==> src/rtl/staggered_subtractor.sv <==
// -----------------------------------------------------------------------------
// staggered_subtractor
//
// Computes diff = a - b - bin (modulo 2^WIDTH), 4 bits per clock.
// Each CALC cycle handles one 4-bit slice as a carry-lookahead add of
// a + ~b + carry. The carry register starts at ~bin, so borrow and carry
// are complements of each other throughout.
//
// Handshake: a transfer happens on a rising edge where valid and ready are
// both high. in_ready is high only in IDLE and out_valid only in DONE. A
// result transfer returns the FSM to IDLE, so a new operand can never be
// accepted on the same edge as a result transfer.
//
// Ports:
//   clk       - sole clock, rising edge
//   rst       - synchronous, active-high reset
//   in_valid  - a/b/bin valid          in_ready  - ready for operands
//   a, b      - minuend / subtrahend   bin       - borrow-in
//   out_valid - result valid           out_ready - consumer accepts result
//   diff      - a - b - bin            bout      - borrow-out (a < b + bin)
//   ovf       - two's-complement overflow
//   state_dbg - current FSM state (IDLE=0, CALC=1, DONE=2)
// -----------------------------------------------------------------------------
module staggered_subtractor #(
   parameter int WIDTH = 16,
   parameter int SLICE = 4
) (
   input  logic             clk,
   input  logic             rst,
   input  logic             in_valid,
   output logic             in_ready,
   input  logic [WIDTH-1:0] a,
   input  logic [WIDTH-1:0] b,
   input  logic             bin,
   output logic             out_valid,
   input  logic             out_ready,
   output logic [WIDTH-1:0] diff,
   output logic             bout,
   output logic             ovf,
   output logic [1:0]       state_dbg
);

   localparam int NSLICE = WIDTH / SLICE;
   localparam int KW     = (NSLICE > 1) ? $clog2(NSLICE) : 1;

   typedef enum logic [1:0] {
      IDLE = 2'd0,
      CALC = 2'd1,
      DONE = 2'd2
   } state_t;

   state_t           state_q, state_d;
   logic [WIDTH-1:0] a_q, a_d;
   logic [WIDTH-1:0] b_q, b_d;
   logic [WIDTH-1:0] diff_q, diff_d;
   logic [KW-1:0]    k_q, k_d;
   logic             carry_q, carry_d;
   logic             bout_q, bout_d;
   logic             ovf_q, ovf_d;

   // slice datapath
   int               base;
   logic [3:0]       a_sl, nb_sl, p, g, c, sum;
   logic             c_out;

   always_comb begin
      base  = int'(k_q) * SLICE;
      a_sl  = a_q[base +: 4];
      nb_sl = ~b_q[base +: 4];
      p     = a_sl ^ nb_sl;
      g     = a_sl & nb_sl;
      // every carry is expanded directly from carry_q, no rippling
      c[0]  = carry_q;
      c[1]  = g[0] | (p[0] & carry_q);
      c[2]  = g[1] | (p[1] & g[0]) | (p[1] & p[0] & carry_q);
      c[3]  = g[2] | (p[2] & g[1]) | (p[2] & p[1] & g[0])
            | (p[2] & p[1] & p[0] & carry_q);
      c_out = g[3] | (p[3] & g[2]) | (p[3] & p[2] & g[1])
            | (p[3] & p[2] & p[1] & g[0])
            | (p[3] & p[2] & p[1] & p[0] & carry_q);
      sum   = p ^ c;
   end

   always_comb begin
      state_d = state_q;
      a_d     = a_q;
      b_d     = b_q;
      diff_d  = diff_q;
      k_d     = k_q;
      carry_d = carry_q;
      bout_d  = bout_q;
      ovf_d   = ovf_q;
      case (state_q)
         IDLE: begin
            if (in_valid) begin
               a_d     = a;
               b_d     = b;
               k_d     = '0;
               carry_d = ~bin;
               state_d = CALC;
            end
         end
         CALC: begin
            diff_d[base +: 4] = sum;
            carry_d           = c_out;
            k_d               = k_q + 1'b1;
            if (k_q == KW'(NSLICE - 1)) begin
               // flags are registered on the final slice so they are
               // already valid in the first DONE cycle
               bout_d  = ~c_out;
               ovf_d   = (a_q[WIDTH-1] != b_q[WIDTH-1]) & (sum[3] != a_q[WIDTH-1]);
               state_d = DONE;
            end
         end
         DONE: begin
            if (out_ready) state_d = IDLE;
         end
         default: state_d = IDLE;
      endcase
   end

   always_ff @(posedge clk) begin
      if (rst) begin
         state_q <= IDLE;
         a_q     <= '0;
         b_q     <= '0;
         diff_q  <= '0;
         k_q     <= '0;
         carry_q <= 1'b0;
         bout_q  <= 1'b0;
         ovf_q   <= 1'b0;
      end else begin
         state_q <= state_d;
         a_q     <= a_d;
         b_q     <= b_d;
         diff_q  <= diff_d;
         k_q     <= k_d;
         carry_q <= carry_d;
         bout_q  <= bout_d;
         ovf_q   <= ovf_d;
      end
   end

   assign in_ready  = (state_q == IDLE);
   assign out_valid = (state_q == DONE);
   assign diff      = diff_q;
   assign bout      = bout_q;
   assign ovf       = ovf_q;
   assign state_dbg = state_q;

endmodule

==> config.mk <==
export PLATFORM = sky130hd
export DESIGN_NAME = staggered_subtractor
export DESIGN_NICKNAME = d
export VERILOG_FILES = /design/src/rtl/staggered_subtractor.sv
export SDC_FILE = /design/constraint.sdc
export NUM_CORES = 1
export LEC_CHECK = 0
export ABC_AREA = 1
export BUFFER_PORTS_ARGS = -buffer_cell sky130_fd_sc_hd__clkbuf_2
export CAP_MARGIN = 20
export CORE_MARGIN = 4
export CORE_UTILIZATION = 30
export CTS_CLUSTER_DIAMETER = 100
export DETAILED_ROUTE_END_ITERATION = 16
export PLACE_DENSITY = 0.5
export SLEW_MARGIN = 20
export SYNTH_ARGS = -nofsm -noshare
export SYNTH_HDL_FRONTEND = slang
export SYNTH_SLANG_ARGS = --single-unit
==> constraint.sdc <==
create_clock -name clk -period 3.1 [get_ports clk]
set_input_delay 0 -clock clk [delete_from_list [all_inputs] [get_ports clk]]
set_output_delay 0 -clock clk [all_outputs]
set_load 0.05 [all_outputs]
==> summary.txt, run 1 <==
Floorplanning
  • Core box area: 8180 um^2
  • Initial Util: 30.8%
  • Die height: 99.6 um
  • Num rows: 33
  • Ports: just under 60
  • Die width: 99.6 um
  • DIE AREA: 9920 um^2

Placed design
  • DP Worst Slack: 0.485 ns
  • Placed cell areas: 2900 um^2
  • Placer Congestion: 0.798
  • Number of port buffers: 58
  • HPWL Detailed: 4.67 mm

Min path
  • Hold EP: a_q[15]$_SDFFE_PP0P_
  • Hold Crit Start: a[15]
  • WHS Path Cells: 3
  • Tightest Hold Check Type: in2reg

Clock network
  • Clk pin slew, worst setup/hold paths: 0.10 ns
  • TritonCTS clock tree: built
  • Clock Path Buffers: 2
  • Clock insertion delay at the later pin of the skew report: a little over 0.3 ns
  • CTS H-Tree Depth: 2
  • CTS Buf Count: 5
  • Clock Sink Count: 55
  • CTS resizes: 0
  • Root Driver: clkbuf_8

Global routing
  • Initial antenna violation count: 0
  • Number of global-route vias before repair: 2,277
  • First-pass GRT wire length: approximately 11 mm
  • Largest net degree at the start of global routing: 37
  • GR Overflow Total: 0
  • All-Layer GR Usage: 13.5%

Route
  • DR pass1 iterations: 4
  • DRC violations left: 0
  • Vias after detailed routing: 2,388
  • Vias per cell: 4.45
  • Routed len/inst: 11.9 um
  • Iter 0 DRT Violations: 119
  • DRT antenna net count: 0
  • DRT Wirelength: 6.40 mm

Cells and area
  • Ant diodes: 0
  • Most frequent cells in the layout: nor2_1 (87), clkbuf_2 (58), nand2_1 (55), dfxtp_1 (55), o21ai_0 (43)
  • Most common cell after layout, fill and taps aside: nor2_1
  • Nets: between 400 and 500
  • Share of cells above drive strength 1: 17.6%
  • Layout area overhead: 31.4%
  • Fin area: approximately 3300 um^2

Synth
  • Syn Area/Cell: 7.27 um^2
  • Synth unique cells: 27
  • Mapped Nets: between 300 and 400
  • Synthesis-stage register bit count: 55
  • Area of the mapped netlist: 2520 um^2
  • Syn. warnings: 0
  • Syn Inst Count: 346
  • Seq/Total Area, Yosys: 43.8%

Pwr
  • P_leak: 1.44 nW
  • Pwr/cell area: about 480 nW/um^2
  • Peak supply drop: between 0.2 and 0.25 mV

Setup path
  • Critical R2R Capture: diff[6]$_SDFFE_PP0P_
  • Max Fanout on Critical Path: 15
  • Critical Path RT: about 3.3 ns
  • Kind of critical path: reg2reg
  • R2R setup slack: around 0.48 ns
  • Critical Path AT: 2.86 ns
  • Worst setup SP type: flop
  • Type of element capturing the critical path: flop
  • Critical R2R Launch: k_q[0]$_SDFFE_PP0P_
  • Reg2reg path depth: 14

STA
  • Clock Skew: 0.00931 ns
  • Setup WS post-layout: between 0.4 and 0.5 ns
  • Tmin final: ~2.6 ns
  • Final Setup Violations: 0
  • RSZ-0062 raised after global routing: false
  • Relative slew margins: 43.9%
  • Fmax: between 0.3 and 0.4 GHz
  • Worst Tran Pin Value: 0.841 ns
  • Fin Hold WS: around 0.0059 ns
  • Total Neg Setup Slack: 0 ns
  • Slew Limit Fails: 0
  • Fin crit share: between 80 and 90%
  • Hold Fails Final Rpt: 0

Run
  • Max_cap viols: 0

Status
  • Status: complete, no violations
## cells by family (layout without fill, tap and decap cells)
group / count (synthesis) / in the layout / synth area share [%]
XOR/XNOR: 1 / 1 / 0.348
flip-flops: 55 / 55 / 43.8
AO/OA/AOI/OAI: 80 / 80 / 17.5
buffers and inverters: 39 / 125 / 6.12
AND/OR/NAND/NOR: 160 / 160 / 26.6
adder cells (fa/ha/maj): 11 / 11 / 5.77
## metrics by stage
stage          cells  total power, W  util, %
6_report         537         0.00158     40.4
5_1_grt          537         0.00170     40.4
4_1_cts          537         0.00160     40.4
3_5_place_dp     497         0.00118     35.5
3_3_place_gp     497         0.00118     35.5
2_1_floorplan    346         0.00107        -
## layer usage
layer / GRT usage [%] / part of all wire [%] / vias up
met5: 0 / 0 / -
met4: 2.63 / 0.67 / 0
met3: 3.58 / 4.1 / 4
met2: 22.0 / 46 / 47
met1: 18.2 / 49 / 1046
li1: - / - / 1291
## power breakdown
part | total, W | internal (W) | switching, W
logic | 0.000409 | 0.000155 | 0.000255
registers | 0.000781 | 0.000753 | 0.0000282
clock network | 0.000389 | 0.000159 | 0.000230
total | 0.00158 | 0.00107 | 0.000513
## cell usage after synthesis
library cell / number / area [um^2]
a211oi_1: 1 / 7.51
a21oi_1: 23 / 115
a22oi_1: 2 / 15.0
a31oi_1: 1 / 6.26
a32o_1: 2 / 20.0
a32oi_1: 3 / 26.3
buf_2: 6 / 30.0
clkbuf_1: 10 / 37.5
dfxtp_1: 55 / 1100
fa_1: 1 / 20.0
ha_1: 10 / 125
inv_1: 23 / 86.3
nand2_1: 55 / 206
nand2_2: 1 / 6.26
nand2_4: 1 / 11.3
nand3_1: 7 / 35.0
nand4_1: 1 / 6.26
nor2_1: 87 / 327
nor2_4: 3 / 33.8
nor3_1: 3 / 15.0
nor4_4: 1 / 21.3
o21a_1: 1 / 7.51
o21ai_0: 43 / 215
o21bai_1: 1 / 7.51
o22ai_1: 3 / 18.8
or2_2: 1 / 6.26
xor2_1: 1 / 8.76
## registers in the layout, summed over array words and instances (netlist names)
register,cells
a_q,16
b_q,16
diff,16
k_q,2
state_dbg,2
bout,1
carry_q,1
ovf,1
## repair_timing
| action | in CTS | in global routing |
|---|---|---|
| setup buffers | 0 | 0 |
| hold buffers | 32 | 0 |
| endpoints found under the hold margin | 32 | 0 |
## area by class of cell
| cell class | count | area [um^2] |
|---|---|---|
| inverters | 23 | 86.3 |
| repair buffers | 94 | 641 |
| clock buffers | 6 | 72.6 |
| flip-flops and latches | 55 | 1100 |
| fillers | 904 | 4870 |
| well taps | 105 | 131 |
| clock inverters | 2 | 12.5 |
| multi-input cells | 252 | 1260 |
## critical path, stage by stage (launching register included)
cell      delay, ns
dfxtp_1        0.32
inv_1          0.34
buf_4          0.26
nand2_1        0.07
a32oi_1        0.29
inv_1          0.08
ha_1           0.29
nand2_1        0.05
nand2_1        0.07
inv_1          0.04
o21bai_1       0.20
nand2_1        0.09
nor2_1         0.23
nand3_1        0.10
a21oi_1        0.13
## worst max path at each step
stage | start | end | slack [ns] | depth (start not counted)
global route | k_q[1]$_SDFFE_PP0P_ | diff[14]$_SDFFE_PP0P_ | 0.16 | 12
finish | k_q[0]$_SDFFE_PP0P_ | diff[6]$_SDFFE_PP0P_ | 0.48 | 14
detailed placement | k_q[0]$_SDFFE_PP0P_ | diff[10]$_SDFFE_PP0P_ | 0.48 | 14
floorplan | k_q[0]$_SDFFE_PP0P_ | diff[7]$_SDFFE_PP0P_ | 0.95 | 14
global placement | k_q[0]$_SDFFE_PP0P_ | diff[6]$_SDFFE_PP0P_ | 0.51 | 14
CTS | k_q[0]$_SDFFE_PP0P_ | diff[10]$_SDFFE_PP0P_ | 0.45 | 14
Note: power is estimated with default switching activity, not from simulation.
==> inputs of run 2 (changes only) <==
- ABC_AREA: 1 -> 0
- clock period: 3.1 -> 2.55 ns (I/O delays scaled with it)
==> run 2 against run 1 <==
Against the previous run:
- clock power increased by 32%
- final cell count decreased by 11%
- first-iteration DRC count is 30% lower
- combinational power decreased by 4%
- register-to-register slack lost 0.30 ns
- die area shrank 0.18%
- maximum frequency up 10%
- design area increased by 2.5%
- critical path type unchanged
- highest routed layer unchanged
==> summary.txt, run 2 <==
Cells and area
  • Fin cells: 480 (was 537)
  • Ant diodes: 0 (unchanged)
  • Register area: 1100 um^2 (unchanged)
  • Layout area overhead: 34.9% (was 31.4%)
  • Footprint of the multi-input gates: 1330 um^2 (was 1260 um^2)
  • Most frequent cells in the layout: nand2_1 (73), clkbuf_2 (57), dfxtp_1 (55) (was nor2_1 (87), clkbuf_2 (58), nand2_1 (55), dfxtp_1 (55), o21ai_0 (43))
  • Nets: 422 (was 479)
  • Share of cells above drive strength 1: 26.4% (was 17.6%)
  • Most common cell after layout, fill and taps aside: nand2_1 (was nor2_1)
  • Fill count: 846 (was 904)

Setup path
  • R2R setup slack: 0.18 ns (was 0.48 ns)
  • Max Fanout on Critical Path: 4 (was 15)
  • Kind of critical path: reg2reg (unchanged)
  • Type of element capturing the critical path: flop (unchanged)
  • Worst setup SP type: flop (unchanged)
  • Critical path, cell by cell: buf_4 -> mux4_2 -> ha_1 -> o21ai_1 -> o21ai_2 -> a311o_1 -> a311oi_2 (was inv_1 -> buf_4 -> nand2_1 -> a32oi_1 -> inv_1 -> ha_1 -> nand2_1 -> nand2_1 -> inv_1 -> o21bai_1 -> nand2_1 -> nor2_1 -> nand3_1 -> a21oi_1)
  • Slowest stage delay, CP: 0.50 ns (was 0.34 ns)
  • Critical R2R Launch: k_q[0]$_SDFFE_PP0P_ (unchanged)
  • Critical Path AT: 2.60 ns (was 2.86 ns)
  • Critical R2R Capture: ovf$_SDFFE_PP0P_ (was diff[6]$_SDFFE_PP0P_)
  • Critical Path RT: 2.78 ns (was 3.34 ns)
  • Slowest library cell on the worst path: mux4_2 (was inv_1)
  • Reg2reg path depth: 7 (was 14)

STA
  • Total Neg Setup Slack: 0 ns (unchanged)
  • RSZ-0062 raised after global routing: false (unchanged)
  • Worst Tran Pin Value: 1.03 ns (was 0.841 ns)
  • Relative slew margins: 31.4% (was 43.9%)
  • Slew Limit Fails: 0 (unchanged)
  • Final Setup Violations: 0 (unchanged)
  • Tmin final: 2.37 ns (was 2.62 ns)
  • Hold Fails Final Rpt: 0 (unchanged)
  • Fin crit share: 93.1% (was 84.5%)
  • Fmax: 0.421 GHz (was 0.382 GHz)
  • Clock Skew: 0.00399 ns (was 0.00931 ns)

Global routing
  • Largest net degree at the start of global routing: 56 (was 37)
  • GR Overflow Total: 0 (unchanged)
  • Initial antenna violation count: 0 (unchanged)
  • All-Layer GR Usage: 13.5% (about the same)
  • First-pass GRT wire length: 10.8 mm (was 11.0 mm)
  • Number of global-route vias before repair: 2,295 (was 2,277)

Synth
  • Share of the synthesized area in the top cell type: 43.8% (about the same)
  • Syn. warnings: 0 (unchanged)
  • Syn Inst Count: 281 (was 346)
  • Synth Flop Type: dfxtp_1 (unchanged)
  • Area of the mapped netlist: 2510 um^2 (was 2520 um^2)
  • Most numerous cell in the Yosys netlist: nand2_1 (was nor2_1)
  • Synth unique cells: 37 (was 27)
  • Post-synth top cells: nand2_1 (73), dfxtp_1 (55), a21oi_1 (42) (was nor2_1 (87), dfxtp_1 (55), nand2_1 (55))
  • Syn Area/Cell: 8.94 um^2 (was 7.27 um^2)
  • Seq/Total Area, Yosys: 43.8% (about the same)
  • Synth area leaders: dfxtp_1 (44%), nand2_1 (11%), a21oi_1 (8.4%) (was dfxtp_1 (44%), nor2_1 (13%), o21ai_0 (8.6%))
  • Asr flop ratio synth: 0% (unchanged)
  • Mapped Nets: 329 (was 394)
  • Synthesis-stage register bit count: 55 (unchanged)
  • Dominant cell type by area after synthesis: dfxtp_1 (unchanged)
  • EDFF count, synth: 0 (unchanged)

Placed design
  • HPWL Detailed: 4.55 mm (was 4.67 mm)
  • Placer Congestion: 0.754 (was 0.798)
  • Number of port buffers: 58 (unchanged)
  • DP Cell Count: 439 (was 497)

Floorplanning
  • Die height: 99.5 um (was 99.6 um)
  • Initial Util: 30.7% (was 30.8%)
  • Die width: 99.5 um (was 99.6 um)
  • DIE AREA: 9900 um^2 (was 9920 um^2)
  • Core box area: 8180 um^2 (unchanged)
  • Ports: 59 (unchanged)
  • Num rows: 33 (unchanged)

Clock network
  • Clock Sink Count: 55 (unchanged)
  • Clock Path Buffers: 2 (unchanged)
  • TritonCTS clock tree: built (unchanged)
  • Clk pin slew, worst setup/hold paths: 0.11 ns (was 0.10 ns)
  • CTS H-Tree Depth: 2 (unchanged)
  • Root Driver: clkbuf_8 (unchanged)
  • Clock insertion delay at the later pin of the skew report: 0.31 ns (about the same)
  • CTS Buf Count: 5 (unchanged)

Pwr
  • Gate power share: 21.3% (was 25.9%)
  • Clock power frac: 27.9% (was 24.6%)
  • Pwr/cell area: 542 nW/um^2 (was 478 nW/um^2)
  • NetSw: 0.000563 W (was 0.000513 W)
  • Sequential power share: 50.8% (was 49.5%)
  • P_int: 0.00127 W (was 0.00107 W)
  • Sw frac: 30.7% (was 32.5%)
  • Peak supply drop: 0.224 mV (was 0.220 mV)
  • P_leak: 1.41 nW (was 1.44 nW)

Route
  • DR pass1 iterations: 4 (unchanged)
  • Iter 0 DRT Violations: 83 (was 119)
  • DRT antenna net count: 0 (unchanged)
  • Vias per cell: 4.65 (was 4.45)
  • DRC violations left: 0 (unchanged)
  • DRT Wirelength: 6.46 mm (was 6.40 mm)
  • Vias after detailed routing: 2,231 (was 2,388)
  • Routed len/inst: 13.5 um (was 11.9 um)

Min path
  • Tightest Hold Check Type: in2reg (unchanged)
  • Hold EP: carry_q$_SDFFE_PP0P_ (was a_q[15]$_SDFFE_PP0P_)
  • WHS Path Cells: 3 (unchanged)
  • Hold Crit Start: bin (was a[15])

Run
  • Max_cap viols: 0 (unchanged)

Status
  • Status: complete, no violations (unchanged)
==> run 2: worst max-delay path by stage <==
stage	start	slack, ns	end	cells past startpoint
detailed placement	k_q[0]$_SDFFE_PP0P_	0.10	ovf$_SDFFE_PP0P_	7
floorplan	k_q[0]$_SDFFE_PP0P_	0.05	ovf$_SDFFE_PP0P_	7
global placement	k_q[0]$_SDFFE_PP0P_	0.17	ovf$_SDFFE_PP0P_	7
CTS	k_q[0]$_SDFFE_PP0P_	0.09	ovf$_SDFFE_PP0P_	7
global route	k_q[0]$_SDFFE_PP0P_	0.01	ovf$_SDFFE_PP0P_	7
finish	k_q[0]$_SDFFE_PP0P_	0.18	ovf$_SDFFE_PP0P_	7
==> run 2: repair_timing <==
item | CTS | global route
endpoints found under the hold margin | 33 | 0
resized for setup | 0 | 2
buffers inserted | 0 | 0
setup endpoints to repair | 0 | 1
hold buffers | 33 | 0
==> run 2: per-layer routing <==
layer  vias to the layer above  global-route usage, %  wire length, um
met2                        27                   23.9             3200
met3                         4                   2.17              200
met1                      1046                   16.8             2980
li1                       1154                      -                -
met5                         -                      0                0
met4                         0                   4.10               79
==> run 2: critical path, delay by kind of cell, from the launching register on <==
kind                     cells  cell delay (ns)
multiplexers                 1             0.50
AO/OA/AOI/OAI                4             0.91
flip-flops                   1             0.35
buffers and inverters        1             0.15
adder cells (fa/ha/maj)      1             0.38
==> run 2: cell type report <==
class	instances	area share (%)
well taps	105	3.88
flip-flops and latches	55	32.5
clock inverters	3	0.702
inverters	11	1.22
clock buffers	5	2.03
multi-input cells	200	39.1
repair buffers	101	20.5
==> run 2: cells by family after synthesis <==
kind of cell               after synthesis  synth area share [%]
and+or+nand+nor                        116                  22.8
DFF                                     55                  43.8
AOI/OAI and AO/OA                       64                  15.7
adders and majority gates               11                  5.78
xor gates and xnor gates                 1                 0.349
buffers and inverters                   26                  4.38
muxes                                    8                  7.17
==> run 2: power groups by stage <==
| stage | clock network, W | registers [W] | logic, W |
|---|---|---|---|
| detailed placement | 0 | 0.000954 | 0.000351 |
| finish | 0.000512 | 0.000933 | 0.000392 |
| floorplan | 0 | 0.000967 | 0.000226 |
| global route | 0.000560 | 0.000941 | 0.000437 |
| CTS | 0.000531 | 0.000934 | 0.000391 |
| global placement | 0 | 0.000955 | 0.000346 |
==> run 2: metrics by stage <==
stage	total power (W)	setup WS [ns]	cell area, um^2	hold WS [ns]	util [%]
floorplan	0.00119	0.0527	2510	0.136	-
global placement	0.00130	0.172	2950	0.229	36.0
detailed placement	0.00130	0.104	2950	0.231	36.0
CTS	0.00186	0.0870	3370	0.0328	41.2
global route	0.00194	0.0146	3390	0.0327	41.4
finish	0.00184	0.176	3390	0.0408	41.4
